<file path="config.mk">
export PLATFORM = sky130hd
export DESIGN_NAME = pc_gen_unit
export DESIGN_NICKNAME = d
export VERILOG_FILES = /design/src/rtl/pc_gen_unit_pkg.sv /design/src/rtl/pc_redirect_buf.sv /design/src/rtl/pc_gen_unit.sv
export SDC_FILE = /design/constraint.sdc
export NUM_CORES = 1
export LEC_CHECK = 0
export ABC_AREA = 1
export BUFFER_PORTS_ARGS = -buffer_cell sky130_fd_sc_hd__buf_2
export CORE_ASPECT_RATIO = 0.7
export CORE_UTILIZATION = 58
export DETAILED_ROUTE_END_ITERATION = 7
export PLACE_DENSITY = 0.86
export SLEW_MARGIN = 30
export SYNTH_ARGS = -nofsm -noshare
export SYNTH_HDL_FRONTEND = slang
export SYNTH_SLANG_ARGS = --single-unit
</file>
<file path="constraint.sdc">
create_clock -name clk -period 3.6 [get_ports clk]
set_input_delay 0.18 -clock clk [delete_from_list [all_inputs] [get_ports clk]]
set_output_delay 0.18 -clock clk [all_outputs]
set_load 0.05 [all_outputs]
</file>
<file path="src/rtl/pc_gen_unit_pkg.sv">
// Shared constants and state encoding for the fetch-address generator.
// Imported by pc_gen_unit and its pending-redirect buffer.
package pc_gen_unit_pkg;

    localparam logic        RstEnable    = 1'b0;
    localparam logic        TrapEnable   = 1'b1;
    localparam logic        BranchEnable = 1'b1;
    localparam logic        ReadEnable   = 1'b1;
    localparam logic [31:0] ZeroWord     = 32'h0000_0000;

    typedef enum logic [1:0] {
        PcStBoot = 2'b00,
        PcStReq  = 2'b01,
        PcStHold = 2'b10
    } pc_state_e;

endpackage

</file>
<file path="src/rtl/pc_redirect_buf.sv">
// Pending redirect target captured while a fetch request is stalled.
// A held trap is never displaced by a later branch; cleared when consumed.
module pc_redirect_buf #(
    parameter int ADDR_W = 32
) (
    input  logic              clk,
    input  logic              rst,
    input  logic              cap_i,
    input  logic              clr_i,
    input  logic              trap_i,
    input  logic [ADDR_W-1:0] trap_addr_i,
    input  logic              trap_mis_i,
    input  logic              br_i,
    input  logic [ADDR_W-1:0] br_addr_i,
    input  logic              br_mis_i,
    output logic              vld_o,
    output logic [ADDR_W-1:0] addr_o,
    output logic              mis_o
);
    import pc_gen_unit_pkg::*;

    logic              vld_q, vld_d;
    logic              trap_q, trap_d;
    logic              mis_q, mis_d;
    logic [ADDR_W-1:0] addr_q, addr_d;

    always_comb begin
        vld_d  = vld_q;
        trap_d = trap_q;
        mis_d  = mis_q;
        addr_d = addr_q;
        if (clr_i) begin
            vld_d  = 1'b0;
            trap_d = 1'b0;
            mis_d  = 1'b0;
        end else if (cap_i && trap_i) begin
            vld_d  = 1'b1;
            trap_d = 1'b1;
            mis_d  = trap_mis_i;
            addr_d = trap_addr_i;
        end else if (cap_i && br_i && !(vld_q && trap_q)) begin
            vld_d  = 1'b1;
            trap_d = 1'b0;
            mis_d  = br_mis_i;
            addr_d = br_addr_i;
        end
    end

    always_ff @(posedge clk) begin
        if (rst == RstEnable) begin
            vld_q  <= 1'b0;
            trap_q <= 1'b0;
            mis_q  <= 1'b0;
            addr_q <= ADDR_W'(ZeroWord);
        end else begin
            vld_q  <= vld_d;
            trap_q <= trap_d;
            mis_q  <= mis_d;
            addr_q <= addr_d;
        end
    end

    assign vld_o  = vld_q;
    assign addr_o = addr_q;
    assign mis_o  = mis_q;

endmodule

</file>
<file path="src/rtl/pc_gen_unit.sv">
// Fetch-address generator: boot/request/hold FSM with prioritised
// trap/branch redirects and a valid/ready request handshake.
module pc_gen_unit #(
    parameter int                ADDR_W    = 32,
    parameter logic [ADDR_W-1:0] RESET_VEC = '0,
    parameter int                PC_STEP   = 4,
    parameter int                ALIGN_LSB = 2
) (
    input  logic              clk,
    input  logic              rst,
    input  logic              hold_i,
    input  logic              branch_flag_i,
    input  logic [ADDR_W-1:0] branch_addr_i,
    input  logic              trap_flag_i,
    input  logic [ADDR_W-1:0] trap_addr_i,
    output logic              req_valid_o,
    input  logic              req_ready_i,
    output logic [ADDR_W-1:0] pc,
    output logic              ce,
    output logic              redirect_o,
    output logic              misalign_o
);
    import pc_gen_unit_pkg::*;

    localparam logic [ADDR_W-1:0] LowMask =
        (ADDR_W'(1) << ALIGN_LSB) - ADDR_W'(1);
    localparam logic [ADDR_W-1:0] Step = ADDR_W'(PC_STEP);

    pc_state_e         state_q, state_d;
    logic [ADDR_W-1:0] pc_q, pc_d;
    logic              ce_q, ce_d;
    logic              valid_q, valid_d;
    logic              flag_q, flag_d;
    logic              redir_q, redir_d;
    logic              mis_q, mis_d;

    logic              trap_hit, br_hit, any_hit, hs;
    logic [ADDR_W-1:0] t_al, b_al, pend_addr, sel_addr;
    logic              t_mis, b_mis, pend_vld, pend_mis;
    logic              sel_mis, sel_redir, cap, clr;

    assign trap_hit = (trap_flag_i == TrapEnable);
    assign br_hit   = (branch_flag_i == BranchEnable);
    assign any_hit  = trap_hit || br_hit;
    assign hs       = valid_q && req_ready_i;
    assign t_al     = trap_addr_i & ~LowMask;
    assign b_al     = branch_addr_i & ~LowMask;
    assign t_mis    = |(trap_addr_i & LowMask);
    assign b_mis    = |(branch_addr_i & LowMask);

    pc_redirect_buf #(.ADDR_W(ADDR_W)) u_buf (
        .clk         (clk),
        .rst         (rst),
        .cap_i       (cap),
        .clr_i       (clr),
        .trap_i      (trap_hit),
        .trap_addr_i (t_al),
        .trap_mis_i  (t_mis),
        .br_i        (br_hit),
        .br_addr_i   (b_al),
        .br_mis_i    (b_mis),
        .vld_o       (pend_vld),
        .addr_o      (pend_addr),
        .mis_o       (pend_mis)
    );

    // Next-address source: trap > branch > pending > sequential.
    always_comb begin
        sel_redir = 1'b1;
        sel_mis   = 1'b0;
        sel_addr  = pc_q + Step;
        if (trap_hit) begin
            sel_addr = t_al;
            sel_mis  = t_mis;
        end else if (br_hit) begin
            sel_addr = b_al;
            sel_mis  = b_mis;
        end else if (pend_vld) begin
            sel_addr = pend_addr;
            sel_mis  = pend_mis;
        end else begin
            sel_redir = 1'b0;
        end
    end

    always_comb begin
        state_d = state_q;
        pc_d    = pc_q;
        ce_d    = ce_q;
        valid_d = valid_q;
        flag_d  = flag_q;
        redir_d = 1'b0;
        mis_d   = 1'b0;
        cap     = 1'b0;
        clr     = 1'b0;
        unique case (state_q)
            PcStReq: begin
                if (hs) begin
                    pc_d    = sel_addr;
                    flag_d  = sel_redir;
                    mis_d   = sel_mis;
                    redir_d = flag_q;
                    clr     = 1'b1;
                    valid_d = ReadEnable && !hold_i;
                    state_d = hold_i ? PcStHold : PcStReq;
                end else begin
                    cap = any_hit;
                end
            end
            PcStBoot, PcStHold: begin
                if (any_hit) begin
                    pc_d   = sel_addr;
                    flag_d = 1'b1;
                    mis_d  = sel_mis;
                end
                ce_d    = 1'b1;
                valid_d = ReadEnable && !hold_i;
                state_d = hold_i ? PcStHold : PcStReq;
            end
            default: begin
                state_d = PcStBoot;
                valid_d = 1'b0;
            end
        endcase
    end

    always_ff @(posedge clk) begin
        if (rst == RstEnable) begin
            state_q <= PcStBoot;
            pc_q    <= RESET_VEC;
            ce_q    <= 1'b0;
            valid_q <= 1'b0;
            flag_q  <= 1'b0;
            redir_q <= 1'b0;
            mis_q   <= 1'b0;
        end else begin
            state_q <= state_d;
            pc_q    <= pc_d;
            ce_q    <= ce_d;
            valid_q <= valid_d;
            flag_q  <= flag_d;
            redir_q <= redir_d;
            mis_q   <= mis_d;
        end
    end

    assign pc          = pc_q;
    assign ce          = ce_q;
    assign req_valid_o = valid_q;
    assign redirect_o  = redir_q;
    assign misalign_o  = mis_q;

endmodule

</file>
==> results of run 1 <==
==> sequential cells by signal, summed over array words and instances (netlist names) <==
name          flops
ce                1
flag_q            1
misalign_o        1
pc               30
redirect_o        1
state_q           2
u_buf.addr_o     30
u_buf.mis_o       1
u_buf.trap_q      1
u_buf.vld_o       1
==> layer usage <==
metal  GRT usage, %  share of wire [%]
met3          10.08                 12
met5              0                  0
met4          10.02               0.88
met2          54.68                 40
met1          54.35                 47
==> area by class of cell <==
cell class,instances,share of cell area [%]
inverters,51,3.796
well taps,94,2.332
flip-flops and latches,69,27.39
clock inverters,5,1.166
repair buffers,109,11.16
clock buffers,11,3.002
multi-input cells,546,51.15
==> through the flow <==
step,cell area (sq um),setup slack [ns]
5_1_grt,5044,1.082
3_3_place_gp,4831,1.269
3_5_place_dp,4831,1.082
6_report,5044,1.275
4_1_cts,5041,1.289
2_1_floorplan,4349,1.602
==> where the power goes <==
part | leakage [uW] | internal [uW] | switching [uW]
registers | 0.000568 | 822 | 78.1
clock network | 0.000102 | 358 | 314
logic | 0.00161 | 156 | 389
total | 0.00228 | 1340 | 781
==> critical path: cells and delay by family, from the launching register on <==
kind / cells / cell delay, ns
flops: 1 / 0.39
buf+inv: 2 / 0.54
compound gates: 3 / 0.77
simple gates: 3 / 0.52
==> final timing paths <==
| path | cells past startpoint | endpoint | slack (ns) | startpoint |
|---|---|---|---|---|
| worst max-delay path | 8 | u_buf.addr_o[22] | 1.27 | state_q[0] |
| worst min register to register | 2 | redirect_o | 0.45 | flag_q |
| worst min-delay path | 2 | state_q[0] | 0.01 | hold_i |
| worst max register to register | 8 | u_buf.addr_o[22] | 1.27 | state_q[0] |
==> layout by cell type (no fill, tap or decap), types with 3 or more instances in the layout <==
cell | Yosys | final
sky130_fd_sc_hd__dfxtp_1 | 69 | 69
sky130_fd_sc_hd__a221oi_1 | 6 | 6
sky130_fd_sc_hd__a41oi_1 | 3 | 3
sky130_fd_sc_hd__buf_4 | 3 | 7
sky130_fd_sc_hd__buf_2 | 7 | 102
sky130_fd_sc_hd__nor2_1 | 92 | 92
sky130_fd_sc_hd__o22ai_1 | 4 | 4
sky130_fd_sc_hd__or2_2 | 17 | 17
sky130_fd_sc_hd__o211ai_1 | 19 | 19
sky130_fd_sc_hd__inv_1 | 48 | 48
sky130_fd_sc_hd__xor2_1 | 4 | 4
sky130_fd_sc_hd__nand2_1 | 177 | 177
sky130_fd_sc_hd__clkbuf_8 | 0 | 11
sky130_fd_sc_hd__o21ai_1 | 5 | 5
sky130_fd_sc_hd__nand3_1 | 37 | 37
sky130_fd_sc_hd__and2_1 | 4 | 4
sky130_fd_sc_hd__o21ai_0 | 86 | 86
sky130_fd_sc_hd__a21oi_1 | 73 | 73
==> cells by family after synthesis <==
logic type | after synthesis | synth area share (%)
flip-flops | 69 | 31.79
buffers and inverters | 92 | 8.926
AND/OR/NAND/NOR | 337 | 32.13
other | 1 | 0.08630
adder cells (fa/ha/maj) | 1 | 0.2879
AO/OA/AOI/OAI | 201 | 25.77
XOR/XNOR | 5 | 1.008
==> results.txt, run 1 <==
----------------------------------------------------
[Logic synthesis]
  Cells after synthesis ... 706
  Cells taking the most area after synthesis ... sky130_fd_sc_hd__dfxtp_1 (32%), sky130_fd_sc_hd__nand2_1 (15%), sky130_fd_sc_hd__o21ai_0 (9.9%)
  Total standard cell area after synthesis ... 4345 sq um
  Post-synth cell types ... 38
  Most used standard cell by instance count after synthesis ... sky130_fd_sc_hd__nand2_1
  Part of the Yosys area used for sequential elements ... 31.79%
  Ys Warns ... 0
  Top cells by count, synth ... sky130_fd_sc_hd__nand2_1 (177), sky130_fd_sc_hd__nor2_1 (92), sky130_fd_sc_hd__o21ai_0 (86), sky130_fd_sc_hd__a21oi_1 (73), sky130_fd_sc_hd__dfxtp_1 (69)
  Post-Synthesis Mean Instance Area ... 6.155 sq um
  Fraction of registers with async set/reset ... 0%
  Share of the synthesized area in the top cell type ... 31.79%
  Number of flip-flops and latches in the synthesized netlist ... between 60 and 70
  Dominant cell type by area after synthesis ... sky130_fd_sc_hd__dfxtp_1
  Main flop type after synthesis ... sky130_fd_sc_hd__dfxtp_1
  Count of flip-flops with a built-in enable after synthesis ... 0

[Setup path]
  Cell breakdown of the critical path ... inv_2 > or2_1 > nor2_2 > nand2_2 > a31oi_4 > buf_4 > o21ai_0 > a21oi_1
  Critical Path Fanout Max ... 45
  CP required ... 3.88 ns
  Arrival time of the worst setup path ... 2.61 ns
  Critical Setup Path Class ... register to register
  Delay of the slowest cell on the worst path ... 0.46 ns
  Worst Setup Start Kind ... register
  Library cell contributing the largest single delay on the critical path ... sky130_fd_sc_hd__buf_4
  CP endpoint kind ... register

[CTS]
  Post-cts sizing count ... 0
  H-tree Lvls ... 3
  Hold-fix buffers at CTS ... 0
  TritonCTS clock tree ... yes
  Number of sinks on the clock net ... 69
  Number of buffers on the longest clock path ... 2
  CTS buffer count ... 9
  Clock tree root driver cell ... sky130_fd_sc_hd__clkbuf_8
  Clock slew at reported path FFs ... roughly 0.080 ns
  Clock insertion delay at the later pin of the skew report ... between 0.3 and 0.4 ns
  Number of buffers added for setup after CTS ... 0

[Placed design]
  Total placed cells including tap cells ... 869
  Last weighted congestion value of the routability-driven placer ... 0.9267
  Count of buffers from port buffering ... 103
  Estimated wirelength of the detail-placed design ... 10.11 mm

[Floorplan]
  I/O pin count ... 106
  Die boundary width ... 105.5 um
  Area of the die ... a little under 8000 sq um
  Row count ... 25
  Vert. Die Dim ... between 70 and 80 um
  Initial cell density of the core ... 62.02%
  Core region area ... ~7000 sq um

[STA]
  Setup repair after global routing missed its margin ... no
  Worst slew margin ... around 45%
  Final hold vios ... 0
  Worst-margin pin slew ... 0.8204 ns
  Total Neg Setup Slack ... 0 ns
  Tcrit/Tclk final ... 64.59%
  Worst Hold Slack ... 0.01126 ns
  Number of pins exceeding their max-slew limit in the final report ... 0
  Fmax ... 430.1 MHz
  Shortest clock period the worst path allows after layout ... around 2.3 ns
  Setup violations, final ... 0
  Worst Clk Skew ... 0.009377 ns

[Finish]
  Number of filler instances in the final layout ... 634
  Layout Area Growth over Synthesis ... 16.07%
  Share of final-layout standard cells stronger than drive strength 1 ... 18.96%
  Final net count ... 857
  Final instance count without filler cells ... 885
  Flip-flop and latch area ... between 1000 and 1500 sq um
  Antenna cell count ... 0
  Post-route core utilization ... 71.98%
  Multi-input gate area ... 2580 sq um

[Run status]
  Result of the run ... finished clean

[Routing]
  Detailed-route via count ... about 5200
  Post-DR vias/cell ... 5.826
  Final routed wirelength across all metal layers ... 13.94 mm
  Number of search-and-repair iterations in the first detailed-routing pass ... 5
  First DRT Iteration DRCs ... 503
  Post-route DRC violation count ... 0
  Antenna violation net count after detailed routing ... 0
  Average routed wire per standard cell ... 15.75 um

[Power]
  Peak supply drop ... 0.2778 mV
  Total power per unit cell area ... ~420 nW/um^2
  Pwr Total ... 2117 uW
  Lkg Pwr ... 0.002281 uW

[Flow run]
  Count of maximum capacitance violations ... 0

[GRT]
  Largest net degree at the start of global routing ... 64
  Overall overflow remaining after global route ... 0
  Number of global-route vias before repair ... ~4500
  Overall global routing resource usage ... between 30% and 40%
  Wire length of the first global-routing pass ... 22.60 mm
  Initial antenna violation count ... 0

[Min path]
  Min-Delay Path Class ... input port to register

----------------------------------------------------
No activity file was read; power rests on OpenSTA's default activity.
==> run 2, diff against run 1 <==
Settings changed: ABC_AREA 1 to 0, CORE_UTILIZATION 58 to 49, PLACE_DENSITY 0.86 to 0.77.
Clock period 3.6 ns to 2.1 ns, I/O delays scaled along.
==> run 2 against run 1 <==
Count of clock-buffer cells in the layout unchanged. Fmax increased by 19%. Clock power increased by 130%. Clock skew decreased by 0.0037 ns. Total power increased by 90%. Via count increased by 0.45%. Largest cell class unchanged. Utilization decreased by 8.3 points. Critical path depth decreased by 3. Synthesized cell count decreased by 16%. Hold slack improved by 0.047 ns.
==> results.txt, run 2 <==
----------------------------------------------------
[CTS]
  Number of buffers added for setup after CTS ... 0 (unchanged)
  Number of buffers on the longest clock path ... 2 (unchanged)
  Clock insertion delay at the later pin of the skew report ... 0.35 ns (about the same)
  TritonCTS clock tree ... yes
  Clock slew at reported path FFs ... 0.06 ns (-0.02 ns)
  H-tree Lvls ... 3 (unchanged)
  Number of sinks on the clock net ... 69 (unchanged)
  CTS buffer count ... 9 (unchanged)
  Clock tree root driver cell ... sky130_fd_sc_hd__clkbuf_16

[Floorplan]
  Core region area ... 8513 sq um (+21%)
  Initial cell density of the core ... 50.94% (-11 points)
  I/O pin count ... 106 (unchanged)
  Die boundary width ... 114.4 um (+8.5%)
  Vert. Die Dim ... 80.71 um (+8.5%)
  Area of the die ... 9236 sq um (+18%)
  Row count ... 28 (+12%)

[Finish]
  Antenna cell count ... 0 (unchanged)
  Post-route core utilization ... 63.71% (-8.3 points)
  Final instance count without filler cells ... 816 (-7.8%)
  Multi-input gate area ... 2733 sq um (+5.9%)
  Layout Area Growth over Synthesis ... 25.07%
  Most frequent cells in the layout ... sky130_fd_sc_hd__buf_2 (103), sky130_fd_sc_hd__nand2_1 (78), sky130_fd_sc_hd__a21oi_1 (68), sky130_fd_sc_hd__dfxtp_1 (55), sky130_fd_sc_hd__o21ai_0 (41)
  Share of final-layout standard cells stronger than drive strength 1 ... 25.29% (+6.3 points)
  Most common library cell in the layout ignoring fill and taps ... sky130_fd_sc_hd__buf_2
  Final net count ... 762 (-11%)
  Final instance area ... 5424 sq um (+7.5%)
  Number of filler instances in the final layout ... 752 (+19%)
  Flip-flop and latch area ... 1404 sq um (+1.6%)

[Setup path]
  Arrival time of the worst setup path ... 2.23 ns (-0.38 ns)
  Critical Path Fanout Max ... 7 (-84%)
  CP required ... 2.38 ns (-1.50 ns)
  Worst Setup Start Kind ... register
  CP endpoint kind ... register
  Critical Setup Path Class ... register to register

[STA]
  Number of pins exceeding their max-slew limit in the final report ... 0 (unchanged)
  Worst-margin pin slew ... 0.7628 ns (-0.05754 ns)
  Shortest clock period the worst path allows after layout ... 1.954 ns (-0.3711 ns)
  Final hold vios ... 0 (unchanged)
  Tcrit/Tclk final ... 93.05% (+28 points)
  Setup violations, final ... 0 (unchanged)
  Worst slew margin ... 48.61% (+3.4 points)
  Fmax ... 511.7 MHz (+19%)
  Worst Hold Slack ... 0.05793 ns (+0.04668 ns)
  Worst Clk Skew ... 0.005716 ns (-0.003662 ns)
  Setup repair after global routing missed its margin ... no

[Power]
  Peak supply drop ... 0.5392 mV (+94%)
  Share of total power in sequential cells ... 37.7% (-4.8 points)
  Fraction of power spent switching nets ... 33.68% (-3.2 points)
  Pwr Total ... 4018 uW (+90%)
  Total power per unit cell area ... 740.7 nW/um^2 (+76%)
  Switching power summed over all nets ... 1353 uW (+73%)
  Lkg Pwr ... 0.002066 uW (-9.4%)
  Fraction of power consumed by combinational cells ... 24.2% (-1.6 points)
  Power share of the clock group ... 38.1% (+6.4 points)
  Internal ... 2664 uW (+99%)

[Logic synthesis]
  Dominant cell type by area after synthesis ... sky130_fd_sc_hd__dfxtp_1
  Count of flip-flops with a built-in enable after synthesis ... 0 (unchanged)
  Part of the Yosys area used for sequential elements ... 31.85% (+0.064 points)
  Share of the synthesized area in the top cell type ... 31.85% (+0.064 points)
  Number of flip-flops and latches in the synthesized netlist ... 69 (unchanged)
  Total standard cell area after synthesis ... 4337 sq um (-0.20%)
  Most used standard cell by instance count after synthesis ... sky130_fd_sc_hd__nand2_1
  Cells taking the most area after synthesis ... sky130_fd_sc_hd__dfxtp_1 (32%), sky130_fd_sc_hd__a21oi_1 (7.8%), sky130_fd_sc_hd__nand2_1 (6.8%)
  Main flop type after synthesis ... sky130_fd_sc_hd__dfxtp_1
  Post-synth cell types ... 57 (+50%)
  Post-Synthesis Mean Instance Area ... 7.325 sq um (+19%)
  Fraction of registers with async set/reset ... 0% (unchanged)
  Top cells by count, synth ... sky130_fd_sc_hd__nand2_1 (78), sky130_fd_sc_hd__dfxtp_1 (69), sky130_fd_sc_hd__a21oi_1 (68), sky130_fd_sc_hd__o21ai_0 (42), sky130_fd_sc_hd__clkbuf_1 (36)
  Ys Warns ... 0 (unchanged)
  Cells after synthesis ... 592 (-16%)

[Routing]
  Antenna violation net count after detailed routing ... 0 (unchanged)
  Post-DR vias/cell ... 6.347 (+8.9%)
  Number of search-and-repair iterations in the first detailed-routing pass ... 6 (+1)
  Final routed wirelength across all metal layers ... 15.35 mm (+10%)
  Average routed wire per standard cell ... 18.81 um (+19%)
  Detailed-route via count ... 5179 (+0.45%)
  Post-route DRC violation count ... 0 (unchanged)
  First DRT Iteration DRCs ... 649 (+29%)

[Placed design]
  Last weighted congestion value of the routability-driven placer ... 0.9353 (+0.93%)
  Total placed cells including tap cells ... 799 (-8.1%)
  Standard cell area after detailed placement ... 5117 sq um (+5.9%)
  Count of buffers from port buffering ... 103 (unchanged)
  Estimated wirelength of the detail-placed design ... 10.83 mm (+7.1%)

[GRT]
  Number of global-route vias before repair ... 4616 (+1.9%)
  Largest net degree at the start of global routing ... 65 (+1.6%)
  Overall global routing resource usage ... 34.38% (-3.1 points)
  Initial antenna violation count ... 0 (unchanged)
  Wire length of the first global-routing pass ... 24.12 mm (+6.7%)
  Overall overflow remaining after global route ... 0 (unchanged)

[Flow run]
  Count of maximum capacitance violations ... 0 (unchanged)

[Min path]
  Min-Delay Path Class ... input port to register

[Run status]
  Result of the run ... finished clean

----------------------------------------------------
run 2: changes by cell type in the layout (fill, tap and decap cells not counted), sizes merged, moves of 15 or more:
cell,delta
inv,-41
mux2i,+16
o211ai,+15
nor2,-65
nand2b,+22
o21ai,-48
or2,-16
nand2,-100
buf,+27
run 2: power groups by stage:
stage / clock network, uW / logic [uW] / registers (uW)
after global routing: 1590 / 1030 / 1530
after CTS: 1530 / 949 / 1510
after global placement: 0 / 929 / 1530
final: 1530 / 971 / 1510
after detailed placement: 0 / 943 / 1540
after floorplan: 0 / 422 / 1720
run 2: kinds of logic after synthesis:
group                      after synthesis  share of synthesized area, %
adders and majority gates                1                        0.2885
other                                    1                       0.08647
muxes                                   18                         4.212
DFF                                     69                         31.85
AOI/OAI and AO/OA                      205                         29.54
buffers and inverters                   59                         5.540
xor gates and xnor gates                 7                         1.414
and+or+nand+nor                        232                         27.06
run 2: critical path, stage by stage (launching register included):
cell	delay, ns
sky130_fd_sc_hd__dfxtp_2	0.37
sky130_fd_sc_hd__nand3_1	0.14
sky130_fd_sc_hd__or4_4	0.54
sky130_fd_sc_hd__or4_1	0.56
sky130_fd_sc_hd__o21ai_1	0.15
sky130_fd_sc_hd__o2bb2ai_1	0.12
run 2: final cells by class:
class,instances,area share (%)
clock buffers,11,4.475
flip-flops and latches,69,25.88
repair buffers,137,14.95
well taps,120,2.768
inverters,9,0.6228
multi-input cells,465,50.38
clock inverters,5,0.9227
run 2: final timing paths:
path / from / endpoint / slack, ns / cells after the start
worst max-delay path: pc[20] / pc[27] / 0.15 / 5
worst min-delay path: trap_addr_i[8] / pc[8] / 0.06 / 3
worst max register to register: pc[20] / pc[27] / 0.15 / 5
worst min register to register: u_buf.addr_o[13] / u_buf.addr_o[13] / 0.45 / 2
run 2: repair_timing:
item / 4_1_cts / 5_1_grt
setup endpoints to repair: 0 / 2
hold buffers: 1 / 0
endpoints found under the hold margin: 1 / 0
resized for setup: 0 / 1
run 2: per-layer routing:
layer | up-vias | wire, um | global-route usage (%) | part of all wire, %
met4 | 0 | 231 | 9.870 | 1.5
met2 | 344 | 6306 | 48.79 | 41
met5 | - | 0 | 0 | 0
li1 | 2382 | - | - | -
met1 | 2416 | 6480 | 47.47 | 42
met3 | 37 | 2328 | 13.89 | 15
run 2: per-stage QoR:
step	worst slack [ns]	setup TNS [ns]
finish	0.1459	0
global route	0.01649	0
CTS	0.1126	0
detailed placement	0.1485	0
global placement	0.1707	0
floorplan	-0.06458	-0.08005
==> run 3, diff against run 2 <==
Settings changed: ABC_AREA 0 to 1.
==> run 3 against run 2 <==
Via count is 0.29% lower. Combinational power fell by 2%. Flip-flop and latch count stayed put. Total power shrank 0.17%. Register-to-register slack improved by 0.05 ns. Sequential power about the same. Non-clock buffer count decreased by 17. Fmax is 2.5% higher. Hold slack improved by 0.020 ns. Utilization is 1.7 points lower.
==> results.txt, run 3 (synthesized netlist as in run 1, its figures left out) <==
----------------------------------------------------
[STA]
  Total Neg Setup Slack ... 0 ns (unchanged)
  Worst Clk Skew ... 0.005546 ns (-0.0001691 ns)
  Final worst slack ... 0.1939 ns (+0.04802 ns)
  Shortest clock period the worst path allows after layout ... 1.906 ns (-0.04802 ns)
  Tcrit/Tclk final ... 90.77% (-2.3 points)
  Worst-margin pin slew ... 0.5719 ns (-0.1909 ns)
  Fmax ... 524.6 MHz (+2.5%)
  Final hold vios ... 0 (unchanged)
  Worst slew margin ... 61.87% (+13 points)
  Setup violations, final ... 0 (unchanged)
  Setup repair after global routing missed its margin ... no
  Number of pins exceeding their max-slew limit in the final report ... 0 (unchanged)

[CTS]
  Clock tree root driver cell ... sky130_fd_sc_hd__clkbuf_16
  Clock insertion delay at the later pin of the skew report ... 0.34 ns (about the same)
  Number of buffers added for setup after CTS ... 0 (unchanged)
  Number of buffers on the longest clock path ... 2 (unchanged)
  Clock slew at reported path FFs ... 0.06 ns (about the same)
  Number of sinks on the clock net ... 69 (unchanged)
  H-tree Lvls ... 3 (unchanged)
  CTS buffer count ... 9 (unchanged)
  TritonCTS clock tree ... yes

[Power]
  Peak supply drop ... 0.4612 mV (-14%)
  Lkg Pwr ... 0.002387 uW (+16%)
  Total power per unit cell area ... 759.6 nW/um^2 (+2.6%)

[Routing]
  First DRT Iteration DRCs ... 586 (-9.7%)
  Average routed wire per standard cell ... 15.67 um (-17%)
  Detailed-route via count ... 5164 (-0.29%)
  Post-DR vias/cell ... 5.607 (-12%)
  Post-route DRC violation count ... 0 (unchanged)
  Final routed wirelength across all metal layers ... 14.43 mm (-6.0%)
  Antenna violation net count after detailed routing ... 0 (unchanged)
  Number of search-and-repair iterations in the first detailed-routing pass ... 5 (-1)

[Setup path]
  Critical Setup Path Class ... register to register
  Largest delay share family, worst path ... simple AND/OR/NAND/NOR gates
  CP endpoint kind ... register
  Number of buffer and inverter instances along the worst setup path ... 1 (+1)
  Arrival time of the worst setup path ... 2.12 ns (-0.11 ns)
  Delay of the slowest cell on the worst path ... 0.39 ns (-0.17 ns)
  Slack of the worst reg-to-reg path ... 0.19 ns (+0.05 ns)
  Critical Path Fanout Max ... 7 (unchanged)
  Worst Setup Start Kind ... register
  Cell breakdown of the critical path ... inv_1 > nor2_4 > nand2_1 > nor2_2 > nand2_1 > nand2_1 > nand3_1 > nand2_1 > nand2_1 > nand2_1 > a21oi_1
  Most used cell along the critical path ... sky130_fd_sc_hd__nand2_1
  Library cell contributing the largest single delay on the critical path ... sky130_fd_sc_hd__dfxtp_1
  CP required ... 2.31 ns (-0.07 ns)

[Finish]
  Number of filler instances in the final layout ... 815 (+8.4%)
  Layout Area Growth over Synthesis ... 21.51%
  Share of final-layout standard cells stronger than drive strength 1 ... 19.98% (-5.3 points)
  Multi-input gate area ... 2595 sq um (-5.0%)
  Post-route core utilization ... 62.02% (-1.7 points)
  Most common library cell in the layout ignoring fill and taps ... sky130_fd_sc_hd__nand2_1
  Most frequent cells in the layout ... sky130_fd_sc_hd__nand2_1 (177), sky130_fd_sc_hd__buf_2 (103), sky130_fd_sc_hd__nor2_1 (90), sky130_fd_sc_hd__o21ai_0 (86), sky130_fd_sc_hd__a21oi_1 (73)
  Antenna cell count ... 0 (unchanged)
  Final net count ... 868 (+14%)
  Flip-flop and latch area ... 1381 sq um (-1.6%)

[Flow run]
  Count of maximum capacitance violations ... 0 (unchanged)

[GRT]
  Largest net degree at the start of global routing ... 62 (-4.6%)
  Initial antenna violation count ... 0 (unchanged)
  Overall overflow remaining after global route ... 0 (unchanged)
  Number of global-route vias before repair ... 4544 (-1.6%)
  Wire length of the first global-routing pass ... 22.87 mm (-5.2%)
  Overall global routing resource usage ... 32.15% (-2.2 points)

[Floorplan]
  Core region area ... 8513 sq um (unchanged)
  Area of the die ... 9255 sq um (+0.20%)
  I/O pin count ... 106 (unchanged)
  Row count ... 28 (unchanged)
  Vert. Die Dim ... 80.79 um (about the same)
  Die boundary width ... 114.6 um (+0.10%)
  Initial cell density of the core ... 51.04% (+0.10 points)

[Placed design]
  Setup Slack @ Placement ... -0.009921 ns (-0.1584 ns)
  Count of buffers from port buffering ... 103 (unchanged)
  Estimated wirelength of the detail-placed design ... 10.28 mm (-5.1%)
  Last weighted congestion value of the routability-driven placer ... 0.9488 (+1.4%)

[Run status]
  Result of the run ... finished clean

[Min path]
  Min-Delay Path Class ... input port to register

----------------------------------------------------
-- run 3: metrics by stage --
| step | total power (uW) | hold WS (ns) | instances | area [sq um] |
|---|---|---|---|---|
| global placement | 2471 | 0.3018 | 905 | 4964 |
| floorplan | 2176 | 0.1995 | 707 | 4349 |
| finish | 4011 | 0.07770 | 921 | 5280 |
| global route | 4166 | 0.08878 | 921 | 5280 |
| detailed placement | 2488 | 0.3106 | 905 | 4964 |
| CTS | 3986 | 0.06660 | 921 | 5268 |
-- run 3: worst paths after layout --
path,startpoint,endpoint,depth (start not counted)
setup / recovery,pc[2],pc[23],11
hold / removal,rst,ce,3
setup reg to reg,pc[2],pc[23],11
hold reg to reg,flag_q,redirect_o,2
-- run 3: power by group --
group	switching, uW	internal (uW)	leakage, uW	total [uW]
sequential	130	1410	0.000568	1540
combinational	665	289	0.00167	954
clock	572	943	0.000145	1520
-- run 3: final cells by class --
type,instances,share of cell area (%)
clock buffer,11,4.597
clock inverter,4,0.9242
inverter,51,3.626
multi-input combinational,546,49.15
sequential,69,26.16
tap,120,2.844
timing repair buffer,120,12.70
-- run 3: routing by layer --
layer	part of all wire [%]	routed length, um	GRT usage (%)	vias to the layer above
li1	-	-	-	2518
met1	46	6584	46.06	2336
met2	41	5891	46.67	293
met3	12	1797	9.254	17
met4	1.1	154	8.961	0
met5	0	0	0	-
-- run 3: timing repair --
item	CTS	global route
hold endpoints to repair	1	0
hold buffers	1	0
gates resized for setup	1	3
setup endpoints to repair	1	7
-- run 3: worst register-to-register path, delay by kind of cell, from the launching register on --
kind	cells	cell delay, ns
buffers and inverters	1	0.10
and+or+nand+nor	9	1.22
AOI/OAI and AO/OA	1	0.09
DFF	1	0.39
